### config.mk
export PLATFORM = sky130hd
export DESIGN_NAME = cl_timing_pattern_gen
export DESIGN_NICKNAME = d
export VERILOG_FILES = /design/src/rtl/cl_pkg.sv /design/src/rtl/cl_timing_pattern_gen.sv
export SDC_FILE = /design/constraint.sdc
export NUM_CORES = 1
export LEC_CHECK = 0
export BUFFER_PORTS_ARGS = -buffer_cell sky130_fd_sc_hd__buf_2
export CAP_MARGIN = 20
export CORE_ASPECT_RATIO = 1.75
export CORE_UTILIZATION = 50
export CTS_CLUSTER_DIAMETER = 50
export DETAILED_ROUTE_END_ITERATION = 16
export GPL_ROUTABILITY_DRIVEN = 0
export PLACE_DENSITY = 0.7
export SYNTH_ARGS = -nofsm -noshare
export SYNTH_HDL_FRONTEND = slang
export SYNTH_SLANG_ARGS = --single-unit
### constraint.sdc
create_clock -name data_clk -period 6.9 [get_ports data_clk]
set_input_delay 1.38 -clock data_clk [delete_from_list [all_inputs] [get_ports data_clk]]
set_output_delay 1.38 -clock data_clk [all_outputs]
set_load 0.01 [all_outputs]
### src/rtl/cl_pkg.sv
// rtl/cl_pkg.sv - shared encodings and defaults for the CameraLink timing pattern generator
package cl_pkg;

    localparam int DEFAULT_DW = 16;
    localparam int DEFAULT_CW = 16;

    typedef enum logic [2:0] {
        S_IDLE    = 3'd0,
        S_FV_LEAD = 3'd1,
        S_LINE    = 3'd2,
        S_HBLANK  = 3'd3,
        S_VBLANK  = 3'd4
    } state_e;

    localparam logic [1:0] PAT_X   = 2'd0;
    localparam logic [1:0] PAT_Y   = 2'd1;
    localparam logic [1:0] PAT_XY  = 2'd2;
    localparam logic [1:0] PAT_FRM = 2'd3;

endpackage

### src/rtl/cl_timing_pattern_gen.sv
// rtl/cl_timing_pattern_gen.sv - synthetic CameraLink FVAL/LVAL/DVAL/pixel source
module cl_timing_pattern_gen
    import cl_pkg::*;
#(
    parameter int DW = DEFAULT_DW,
    parameter int CW = DEFAULT_CW
) (
    input  logic          data_clk,
    input  logic          rst_n,
    input  logic          en,
    input  logic [CW-1:0] app_image_h,
    input  logic [CW-1:0] app_image_w,
    input  logic [CW-1:0] app_hblank,
    input  logic [CW-1:0] app_vblank,
    input  logic [CW-1:0] app_fv_lead,
    input  logic [1:0]    pattern_sel,
    output logic          frame_valid,
    output logic          line_valid,
    output logic          data_valid,
    output logic [DW-1:0] dout,
    output logic [CW-1:0] frame_cnt,
    output logic          busy
);

    localparam logic [CW-1:0] ONE = CW'(1);

    state_e        state_q, state_d;
    logic [CW-1:0] x_q, x_d, y_q, y_d, cnt_q, cnt_d;
    logic [CW-1:0] h_q, h_d, w_q, w_d, hb_q, hb_d, vb_q, vb_d, lead_q, lead_d;
    logic [1:0]    pat_q, pat_d;
    logic [CW-1:0] fcnt_q, fcnt_d;
    logic          fv_q, fv_d, lv_q, lv_d, busy_q, busy_d;
    logic [DW-1:0] dout_q, dout_d;
    logic [DW-1:0] px_x, px_y, px_f;
    logic          start_ok, latch;

    always_comb begin
        state_d  = state_q;
        x_d      = x_q;
        y_d      = y_q;
        cnt_d    = cnt_q;
        h_d      = h_q;
        w_d      = w_q;
        hb_d     = hb_q;
        vb_d     = vb_q;
        lead_d   = lead_q;
        pat_d    = pat_q;
        fcnt_d   = fcnt_q;
        latch    = 1'b0;
        start_ok = en && (app_image_h != '0) && (app_image_w != '0);

        case (state_q)
            S_IDLE: begin
                if (start_ok) begin
                    state_d = S_FV_LEAD;
                    latch   = 1'b1;
                end
            end
            S_FV_LEAD: begin
                if (cnt_q == lead_q - ONE) begin
                    state_d = S_LINE;
                    cnt_d   = '0;
                end else begin
                    cnt_d = cnt_q + ONE;
                end
            end
            S_LINE: begin
                if (x_q == w_q - ONE) begin
                    x_d   = '0;
                    cnt_d = '0;
                    if (y_q == h_q - ONE) begin
                        state_d = S_VBLANK;
                        fcnt_d  = fcnt_q + ONE;
                    end else begin
                        state_d = S_HBLANK;
                    end
                end else begin
                    x_d = x_q + ONE;
                end
            end
            S_HBLANK: begin
                if (cnt_q == hb_q - ONE) begin
                    state_d = S_LINE;
                    y_d     = y_q + ONE;
                    cnt_d   = '0;
                end else begin
                    cnt_d = cnt_q + ONE;
                end
            end
            S_VBLANK: begin
                if (cnt_q == vb_q - ONE) begin
                    // A zero geometry at the boundary parks in idle instead of starting an empty frame
                    if (start_ok) begin
                        state_d = S_FV_LEAD;
                        latch   = 1'b1;
                    end else begin
                        state_d = S_IDLE;
                    end
                end else begin
                    cnt_d = cnt_q + ONE;
                end
            end
            default: state_d = S_IDLE;
        endcase

        if (latch) begin
            h_d    = app_image_h;
            w_d    = app_image_w;
            hb_d   = (app_hblank  == '0) ? ONE : app_hblank;
            vb_d   = (app_vblank  == '0) ? ONE : app_vblank;
            lead_d = (app_fv_lead == '0) ? ONE : app_fv_lead;
            pat_d  = pattern_sel;
            cnt_d  = '0;
            x_d    = '0;
            y_d    = '0;
        end

        // Outputs are decoded from next-state so that every output is a flop
        fv_d   = (state_d == S_FV_LEAD) || (state_d == S_LINE) || (state_d == S_HBLANK);
        lv_d   = (state_d == S_LINE);
        busy_d = (state_d != S_IDLE);
        px_x   = DW'(x_d);
        px_y   = DW'(y_d);
        px_f   = DW'(fcnt_d);
        case (pat_d)
            PAT_X:   dout_d = px_x;
            PAT_Y:   dout_d = px_y;
            PAT_XY:  dout_d = px_x + px_y;
            default: dout_d = px_f + px_x;
        endcase
        if (!lv_d) dout_d = '0;
    end

    always_ff @(posedge data_clk or negedge rst_n) begin
        if (!rst_n) begin
            state_q <= S_IDLE;
            x_q     <= '0;
            y_q     <= '0;
            cnt_q   <= '0;
            h_q     <= '0;
            w_q     <= '0;
            hb_q    <= '0;
            vb_q    <= '0;
            lead_q  <= '0;
            pat_q   <= '0;
            fcnt_q  <= '0;
            fv_q    <= 1'b0;
            lv_q    <= 1'b0;
            busy_q  <= 1'b0;
            dout_q  <= '0;
        end else begin
            state_q <= state_d;
            x_q     <= x_d;
            y_q     <= y_d;
            cnt_q   <= cnt_d;
            h_q     <= h_d;
            w_q     <= w_d;
            hb_q    <= hb_d;
            vb_q    <= vb_d;
            lead_q  <= lead_d;
            pat_q   <= pat_d;
            fcnt_q  <= fcnt_d;
            fv_q    <= fv_d;
            lv_q    <= lv_d;
            busy_q  <= busy_d;
            dout_q  <= dout_d;
        end
    end

    assign frame_valid = fv_q;
    assign line_valid  = lv_q;
    assign data_valid  = lv_q;
    assign dout        = dout_q;
    assign frame_cnt   = fcnt_q;
    assign busy        = busy_q;

endmodule

==> results of run 1 <==
## cell type report
type | instances | area (sq um)
Timing Repair Buffer | 133 | 704
Clock inverter | 12 | 149
Tap cell | 296 | 370
Antenna cell | 1 | 2.50
Fill cell | 2031 | 9480
Multi-Input combinational cell | 1060 | 6740
Clock buffer | 20 | 457
Inverter | 40 | 150
Sequential cell | 168 | 4200
## where the power goes
part / switching, W / internal (W)
clock: 0.000408 / 0.000587
combinational: 0.00132 / 0.00105
sequential: 0.000621 / 0.00133
total: 0.00235 / 0.00297
## cells in the final DEF, fill, tap and decap left out, types with 5 or more instances in the layout
cell type | Yosys | layout
a21o_1 | 6 | 6
or4_1 | 15 | 15
nor4_1 | 37 | 37
nor3b_1 | 7 | 7
clkbuf_16 | 0 | 17
nand4_1 | 22 | 22
nor2_1 | 88 | 88
buf_2 | 20 | 119
and4_1 | 6 | 6
o21ai_0 | 37 | 37
nor3_1 | 41 | 41
and3_1 | 20 | 20
buf_4 | 3 | 13
nand2b_1 | 15 | 15
dfrtp_1 | 168 | 168
and2_1 | 5 | 5
a21oi_1 | 32 | 32
a31oi_1 | 21 | 21
mux2i_1 | 6 | 6
ha_1 | 24 | 24
xnor2_1 | 96 | 96
inv_1 | 38 | 38
mux2_2 | 8 | 8
or2_2 | 6 | 6
or3_1 | 18 | 18
a211oi_1 | 22 | 22
nand2_1 | 267 | 267
xor2_1 | 61 | 61
nand3_1 | 44 | 44
o22ai_1 | 7 | 7
nand4b_1 | 5 | 5
clkinv_2 | 0 | 5
o31ai_1 | 9 | 9
o211a_1 | 6 | 6
nor2b_1 | 10 | 10
o211ai_1 | 9 | 9
nor4_2 | 5 | 5
## state kept, by name (all words and copies together) (netlist names)
name,cells
w_q,16
x_q,16
lead_q,16
y_q,16
data_valid,1
busy,1
frame_valid,1
frame_cnt,16
h_q,16
state_q,3
vb_q,16
hb_q,16
cnt_q,16
pat_q,2
dout,16
## logic make-up after synthesis
group | Yosys count | synth area share [%]
simple gates | 644 | 28.6
compound gates | 212 | 13.2
flops | 168 | 36.8
xor+xnor | 160 | 12.5
buf+inv | 116 | 4.33
fa+ha+maj | 26 | 2.89
mux | 18 | 1.73
## critical path, cell delays in order (launching register included)
cell	delay, ps
dfrtp_1	490
or4_1	710
o31a_1	300
or3_1	340
a21oi_1	130
o22a_2	250
nand4b_1	250
o21ai_2	770
nor2_1	160
ha_1	370
nor2b_1	160
o21a_1	210
o41ai_1	470
o2111ai_1	230
a31o_2	270
a21oi_1	220
o21ai_0	160
xnor3_1	350
o2111a_1	230
## stage by stage
stage                     power, W  instance area, sq um  utilization, %  std cells
after floorplan            0.00367                 11400               -       1344
after global placement     0.00424                 12200            54.7       1697
after detailed placement   0.00429                 12200            54.7       1697
after CTS                  0.00531                 12800            57.4       1729
after global routing       0.00569                 12800            57.4       1729
final                      0.00532                 12800            57.4       1730
## routing by layer
| metal | GRT usage [%] | vias to the layer above | wire length, um |
|---|---|---|---|
| met1 | 30.3 | 4939 | 11900 |
| met4 | 21.4 | 0 | 2510 |
| li1 | - | 4922 | - |
| met5 | 0 | - | 0 |
| met3 | 4.32 | 120 | 1080 |
| met2 | 50.8 | 277 | 16900 |
## final timing paths
| check | endpoint | startpoint | slack [ps] |
|---|---|---|---|
| max | dout[15]$_DFF_PN0_ | w_q[2]$_DFFE_PN0N_ | 680 |
| min | lead_q[15]$_DFFE_PN0N_ | lead_q[15]$_DFFE_PN0N_ | 500 |
| max reg2reg | dout[15]$_DFF_PN0_ | w_q[2]$_DFFE_PN0N_ | 680 |
| min reg2reg | lead_q[15]$_DFFE_PN0N_ | lead_q[15]$_DFFE_PN0N_ | 500 |
| max in group asynchronous | w_q[8]$_DFFE_PN0N_ | rst_n | 4350 |
| min in group asynchronous | lead_q[8]$_DFFE_PN0N_ | rst_n | 1030 |
==> out/metrics.csv, run 1 <==
metric;value;unit
status;finished, final reports clean;
Starting Density;51.4;%
Post-Synthesis Mean Instance Area;8.51;sq um
first-pass GRT wire length;51600;um
max-slew headroom at the worst pin;28.0;%
hold buffer count at CTS;0;
CP required;7230;ps
cts bufs inserted;17;
P_leak;5.80;nW
initial antenna violation count;1;
CP arrival;6550;ps
vias post-DR;10258;
Critical Path End Type;flop;
drt total wl;32300;um
clk_skew;9.59;ps
# port buffers;120;
Crit Path Class;reg -> reg;
DRC viols;0;
Syn Inst Count;1344;
ys async rst share;100;%
synthesized flop and latch total;168;
min Tclk post-route;6220;ps
Ports;121;
number of global-route vias before repair;10168;
share of cells above drive strength 1;15.6;%
Max-Cap Viols;0;
unrepaired setup endpoints after global routing;false;
H-tree Lvls;4;
wire length per cell;18.7;um
Setup crit start kind;flop;
CTS Sinks;168;
Core Box Area;0.0223;sq mm
Netlist cell types;98;
nets;1530;
clk buf depth;2;
Setup Buffers After CTS;0;
number of synthesized flops with an enable pin;0;
final hold vios;0;
row cnt;72;
Synth area leaders;dfrtp_1, nand2_1, xnor2_1, xor2_1, nor2_1;
iteration-0 DRC count of the detailed router;538;
CTS-repair resized insts;0;
CTS root buffer;clkbuf_16;
Worst-path clk slew;70;ps
Max VDD drop;0.201;mV
vias per cell;5.93;
gr ovfl total;0;
Total Neg Setup Slack;0;ps
HP Class;reg -> reg;
Max FO, Critical Path;25;
max-slew violation count;0;
Die Y;202;um
DRT antenna net count;0;
synth warn;0;
final setup vio count;0;
synth cell count leaders;nand2_1, dfrtp_1, xnor2_1;
GRT Total Usage;28.9;%
post-synth top area share;36.8;%
Pre-antenna DRT Iters;5;
pin count of the biggest net entering global routing;99;
hold_ws;505;ps
pre-CTS WS;647;ps
post-synthesis net count;1454;
Die W;116;um
HPWL Detailed;24500;um
worst reg2reg path depth;18;
die area;0.0235;sq mm
final worst-path cycle share;90.1;%
most used flip-flop cell after synthesis;dfrtp_1;
clock latency on the worst-skew pair;440;ps
Max Fclk;0.161;GHz
worst slew pin tran;1070;ps
final setup margin;682;ps
CTS tree;done;
Synth Cell Area;0.0114;sq mm
area leader, netlist;dfrtp_1;
Area growth syn-to-layout;11.7;%
count leader, synth;nand2_1;
Seq/Total Area, Yosys;36.8;%
Hold Path Stages;2;
Pwr per Cell Area;416;mW/mm^2
No activity file was read; power rests on OpenSTA's default activity.
==> inputs of run 2 (changes only) <==
- CORE_ASPECT_RATIO: 1.75 -> not set
==> out/metrics.csv, run 2 (same netlist as run 1, synthesis figures left out) <==
metric;value;unit;change
status;finished, final reports clean;;
unrepaired setup endpoints after global routing;false;;
ANT cells;0;;-1
worst reg2reg path depth;21;;+3
final setup margin;682;ps;+0.129 ps
Crit Path Class;reg -> reg;;
pre-CTS WS;739;ps;+92.0 ps
Max FO, Critical Path;10;;-60%
P_leak;5.80;nW;about the same
CP top delay family;compound AO/OA/AOI/OAI gates;;
Total Neg Setup Slack;0;ps;unchanged
vias per cell;5.90;;-0.49%
clock latency on the worst-skew pair;440;ps;about the same
CTS root buffer;clkbuf_16;;
nets;1531;;+0.065%
hold_ws;503;ps;-1.32 ps
Starting Density;51.7;%;+0.37 points
clk buf depth;2;;unchanged
hold buffer count at CTS;0;;unchanged
cts bufs inserted;17;;unchanged
Ports;121;;unchanged
Die W;153;um;+32%
# port buffers;120;;unchanged
vias post-DR;10107;;-1.5%
Core Box Area;0.0221;sq mm;-0.71%
max-slew headroom at the worst pin;30.6;%;+2.6 points
DRC viols;0;;unchanged
H-tree Lvls;4;;unchanged
Pwr per Cell Area;414;mW/mm^2;-0.43%
slowest CP cell;a2111oi_1;;
pin count of the biggest net entering global routing;62;;-37%
Pre-antenna DRT Iters;5;;unchanged
wire length per cell;17.9;um;-4.3%
share of cells above drive strength 1;15.6;%;+0.070 points
worst slew pin tran;1030;ps;-38.3 ps
die area;0.0235;sq mm;-0.10%
Critical Path End Type;flop;;
clk_skew;14.8;ps;+5.23 ps
Max-Cap Viols;0;;unchanged
iteration-0 DRC count of the detailed router;768;;+43%
Max VDD drop;0.213;mV;+6.2%
Setup Buffers After CTS;0;;unchanged
CP Buf/Inv Count;1;;+1
filler cell count;1987;;-2.2%
# placed instances;1682;;-0.88%
most common cell after layout, fill and taps aside;nand2_1;;
max-slew violation count;0;;unchanged
first-pass GRT wire length;50200;um;-2.7%
Most common cell on crit path;ha_1;;
Levels on crit path;21;;+3
Worst-path clk slew;70;ps;about the same
GRT Total Usage;27.1;%;-1.8 points
CTS tree;done;;
CP cell instances;inv_1, ha_1, nor4b_1, nand3_1, nor3_1, a31oi_1, a2111oi_1, nand4_4, nor2_1, xnor2_1, mux2_2, ha_1, nor2b_1, o21a_1, o41ai_1, o2111ai_1, a31o_2, a21oi_1, o21ai_0, xnor3_1, o2111a_1;;
Max Fclk;0.161;GHz;about the same
final setup vio count;0;;unchanged
Setup crit start kind;flop;;
final worst-path cycle share;90.1;%;about the same
row cnt;54;;-25%
number of global-route vias before repair;9794;;-3.7%
Post-Layout Cell Count;1713;;-0.98%
HP Class;reg -> reg;;
CTS Sinks;168;;unchanged
final hold vios;0;;unchanged
Die Y;153;um;-24%
max incr delay on CP;770;ps;about the same
CTS-repair resized insts;0;;unchanged
HPWL Detailed;22900;um;-6.5%
initial antenna violation count;0;;-1
gr ovfl total;0;;unchanged
DRT antenna net count;0;;unchanged
most frequent cells in the layout;nand2_1, dfrtp_1, buf_2;;
min Tclk post-route;6220;ps;-0.129 ps
Hold Path Stages;2;;unchanged
drt total wl;30700;um;-5.2%
CP required;7230;ps;about the same
Area growth syn-to-layout;11.6;%;about the same
CP arrival;6550;ps;about the same
run 2: changes by cell type in the layout (fill, tap and decap cells not counted), sizes merged:
cell	previous run	this run
clkinv	7	4
inv	41	44
clkbuf	20	18
buf	133	134
clkinvlp	1	2
diode	1	0
run 2: cell type report:
class / count / area (sq um) / share of cell area (%)
multi-input combinational: 1060 / 6740 / 52.8
sequential: 168 / 4200 / 32.9
timing repair buffer: 134 / 712 / 5.58
clock buffer: 18 / 439 / 3.44
tap: 280 / 350 / 2.75
clock inverter: 13 / 170 / 1.33
inverter: 40 / 150 / 1.18
run 2: stage by stage:
step                total power (W)  util, %  cell area, sq um
global route                0.00568     57.8             12800
CTS                         0.00528     57.8             12800
finish                      0.00529     57.8             12800
global placement            0.00419     55.0             12200
detailed placement          0.00426     55.0             12200
floorplan                   0.00367        -             11400
run 2: worst paths after layout:
check / startpoint / endpoint / slack [ps]
worst min-delay path: hb_q[15]$_DFFE_PN0N_ / hb_q[15]$_DFFE_PN0N_ / 500
max in group asynchronous: rst_n / hb_q[12]$_DFFE_PN0N_ / 4870
worst min register to register: hb_q[15]$_DFFE_PN0N_ / hb_q[15]$_DFFE_PN0N_ / 500
worst max-delay path: h_q[0]$_DFFE_PN0N_ / dout[15]$_DFF_PN0_ / 680
min in group asynchronous: rst_n / vb_q[0]$_DFFE_PN0N_ / 880
worst max register to register: h_q[0]$_DFFE_PN0N_ / dout[15]$_DFF_PN0_ / 680
run 2: power breakdown:
part | total [W] | internal, W | switching [W]
combinational | 0.00237 | 0.00105 | 0.00132
sequential | 0.00192 | 0.00133 | 0.000594
clock | 0.00100 | 0.000582 | 0.000418
total | 0.00529 | 0.00296 | 0.00233
run 2: tightest hold or removal path, cell delays in order, from the launching register on:
cell and delay [ps]:
dfrtp_1 360, nand2_1 60, nand2_1 60
run 2: routing by layer:
layer | GRT usage, % | share of wire (%) | routed length [um] | up-vias
met4 | 10.4 | 3.1 | 945 | 0
met3 | 4.42 | 5.2 | 1600 | 66
li1 | - | - | - | 4938
met1 | 37.6 | 47 | 14400 | 4792
met5 | 0 | 0 | 0 | -
met2 | 42.3 | 45 | 13700 | 311
==> inputs of run 3 (changes only) <==
- CELL_PAD_IN_SITES_DETAIL_PLACEMENT: not set -> 1
- CELL_PAD_IN_SITES_GLOBAL_PLACEMENT: not set -> 2
- CORE_UTILIZATION: 50 -> 37
- PLACE_DENSITY: 0.7 -> not set
- PLACE_DENSITY_LB_ADDON: not set -> 0.1
==> out/metrics.csv, run 3 (same netlist as run 1, synthesis figures left out) <==
metric;value;unit;change
hold buffer count at CTS;0;;unchanged
final hold vios;0;;unchanged
Die Y;178;um;+16%
pin count of the biggest net entering global routing;74;;+19%
worst slew pin tran;874;ps;-158 ps
vias per cell;5.53;;-6.3%
CP arrival;6510;ps;-40 ps
number of global-route vias before repair;10264;;+4.8%
Ports;121;;unchanged
Setup crit start kind;flop;;
DRC viols;0;;unchanged
max-slew headroom at the worst pin;41.7;%;+11 points
gr ovfl total;0;;unchanged
Die W;178;um;+16%
H-tree Lvls;4;;unchanged
Worst-path clk slew;80;ps;about the same
share of cells above drive strength 1;15.9;%;+0.29 points
P_leak;5.82;nW;+0.33%
initial antenna violation count;0;;unchanged
drt total wl;35800;um;+17%
hold_ws;498;ps;-4.93 ps
wire length per cell;19.6;um;+9.5%
Area growth syn-to-layout;13.0;%;
nets;1535;;+0.26%
iteration-0 DRC count of the detailed router;540;;-30%
row cnt;63;;+17%
Core Box Area;0.0300;sq mm;+36%
Hold Path Stages;2;;unchanged
final setup vio count;0;;unchanged
# port buffers;120;;unchanged
Crit Path Class;reg -> reg;;
min Tclk post-route;6160;ps;-55.9 ps
unrepaired setup endpoints after global routing;false;;
Max-Cap Viols;0;;unchanged
Max Fclk;0.162;GHz;+0.91%
GRT Total Usage;23.8;%;-3.2 points
max-slew violation count;0;;unchanged
clk_skew;14.9;ps;+0.122 ps
Starting Density;38.1;%;-14 points
Max VDD drop;0.217;mV;+1.8%
first-pass GRT wire length;57700;um;+15%
Pwr per Cell Area;418;mW/mm^2;+0.83%
Pre-antenna DRT Iters;4;;-1
CTS Sinks;168;;unchanged
Max FO, Critical Path;10;;unchanged
CTS-repair resized insts;0;;unchanged
vias post-DR;10107;;unchanged
status;finished, final reports clean;;
HPWL Detailed;27300;um;+19%
ANT cells;0;;unchanged
Setup Buffers After CTS;0;;unchanged
clk buf depth;2;;unchanged
final worst-path cycle share;89.3;%;-0.81 points
Total Neg Setup Slack;0;ps;unchanged
cts bufs inserted;17;;unchanged
DRT antenna net count;0;;unchanged
HP Class;reg -> reg;;
CTS tree;done;;
worst reg2reg path depth;23;;+9.5%
most common cell after layout, fill and taps aside;nand2_1;;
most frequent cells in the layout;nand2_1, dfrtp_1, buf_2;;
CP required;7250;ps;+20 ps
Critical Path End Type;flop;;
die area;0.0316;sq mm;+35%
clock latency on the worst-skew pair;460;ps;+20 ps
CTS root buffer;clkbuf_16;;
run 3: cell types whose count changed in the layout (fill, tap and decap cells not counted):
cell and change:
inv_6 -1, clkbuf_8 -1, clkbuf_2 +1, clkinv_2 +3
buf_4 +3
run 3: layout make-up:
class / instances / area, sq um
Fill cell: 3601 / 17100
Multi-Input combinational cell: 1060 / 6740
Sequential cell: 168 / 4200
Timing Repair Buffer: 138 / 739
Tap cell: 390 / 488
Clock buffer: 17 / 425
Clock inverter: 15 / 176
Inverter: 40 / 150
run 3: report_power, final:
group | internal (W) | switching (W)
registers | 0.00133 | 0.000624
logic | 0.00106 | 0.00137
clock network | 0.000572 | 0.000450
run 3: worst paths after layout:
| check | from | end | slack [ps] |
|---|---|---|---|
| setup reg to reg | vb_q[0]$_DFFE_PN0N_ | dout[15]$_DFF_PN0_ | 740 |
| setup / recovery | vb_q[0]$_DFFE_PN0N_ | dout[15]$_DFF_PN0_ | 740 |
| hold reg to reg | lead_q[15]$_DFFE_PN0N_ | lead_q[15]$_DFFE_PN0N_ | 500 |
| hold / removal | lead_q[15]$_DFFE_PN0N_ | lead_q[15]$_DFFE_PN0N_ | 500 |
| min in group asynchronous | rst_n | vb_q[5]$_DFFE_PN0N_ | 870 |
| max in group asynchronous | rst_n | dout[4]$_DFF_PN0_ | 4770 |
run 3: stage by stage:
step	setup WS (ps)	power [W]	instance area, sq um	std cells	utilization (%)
2_1_floorplan	1220	0.00367	11400	1344	-
3_3_place_gp	790	0.00433	12300	1795	41.0
3_5_place_dp	663	0.00439	12300	1795	41.0
4_1_cts	765	0.00544	12900	1827	43.0
5_1_grt	164	0.00582	12900	1828	43.0
6_report	738	0.00540	12900	1828	43.0
run 3: worst max-delay path, stage by stage (launching register included):
cell and delay (ps):
dfrtp_1 460, inv_1 90, ha_1 250, nor3b_2 610
nand3_1 180, a2bb2oi_1 170, a211oi_2 250, nand4_2 320
o22a_2 360, o21ai_1 510, a21oi_1 130, a21o_1 190
ha_1 260, a21oi_1 150, nor2b_1 70, o21a_1 200
o41ai_1 280, buf_4 180, o2111ai_1 170, a31o_2 270
a21oi_1 210, o21ai_0 170, xnor3_1 340, o2111a_1 240
run 3: layer usage:
metal / GRT usage [%] / up-vias / routed length, um
li1: - / 4903 / -
met1: 34.3 / 5020 / 18300
met2: 37.2 / 154 / 16000
met3: 3.43 / 30 / 1050
met4: 5.95 / 0 / 469
met5: 0 / - / 0
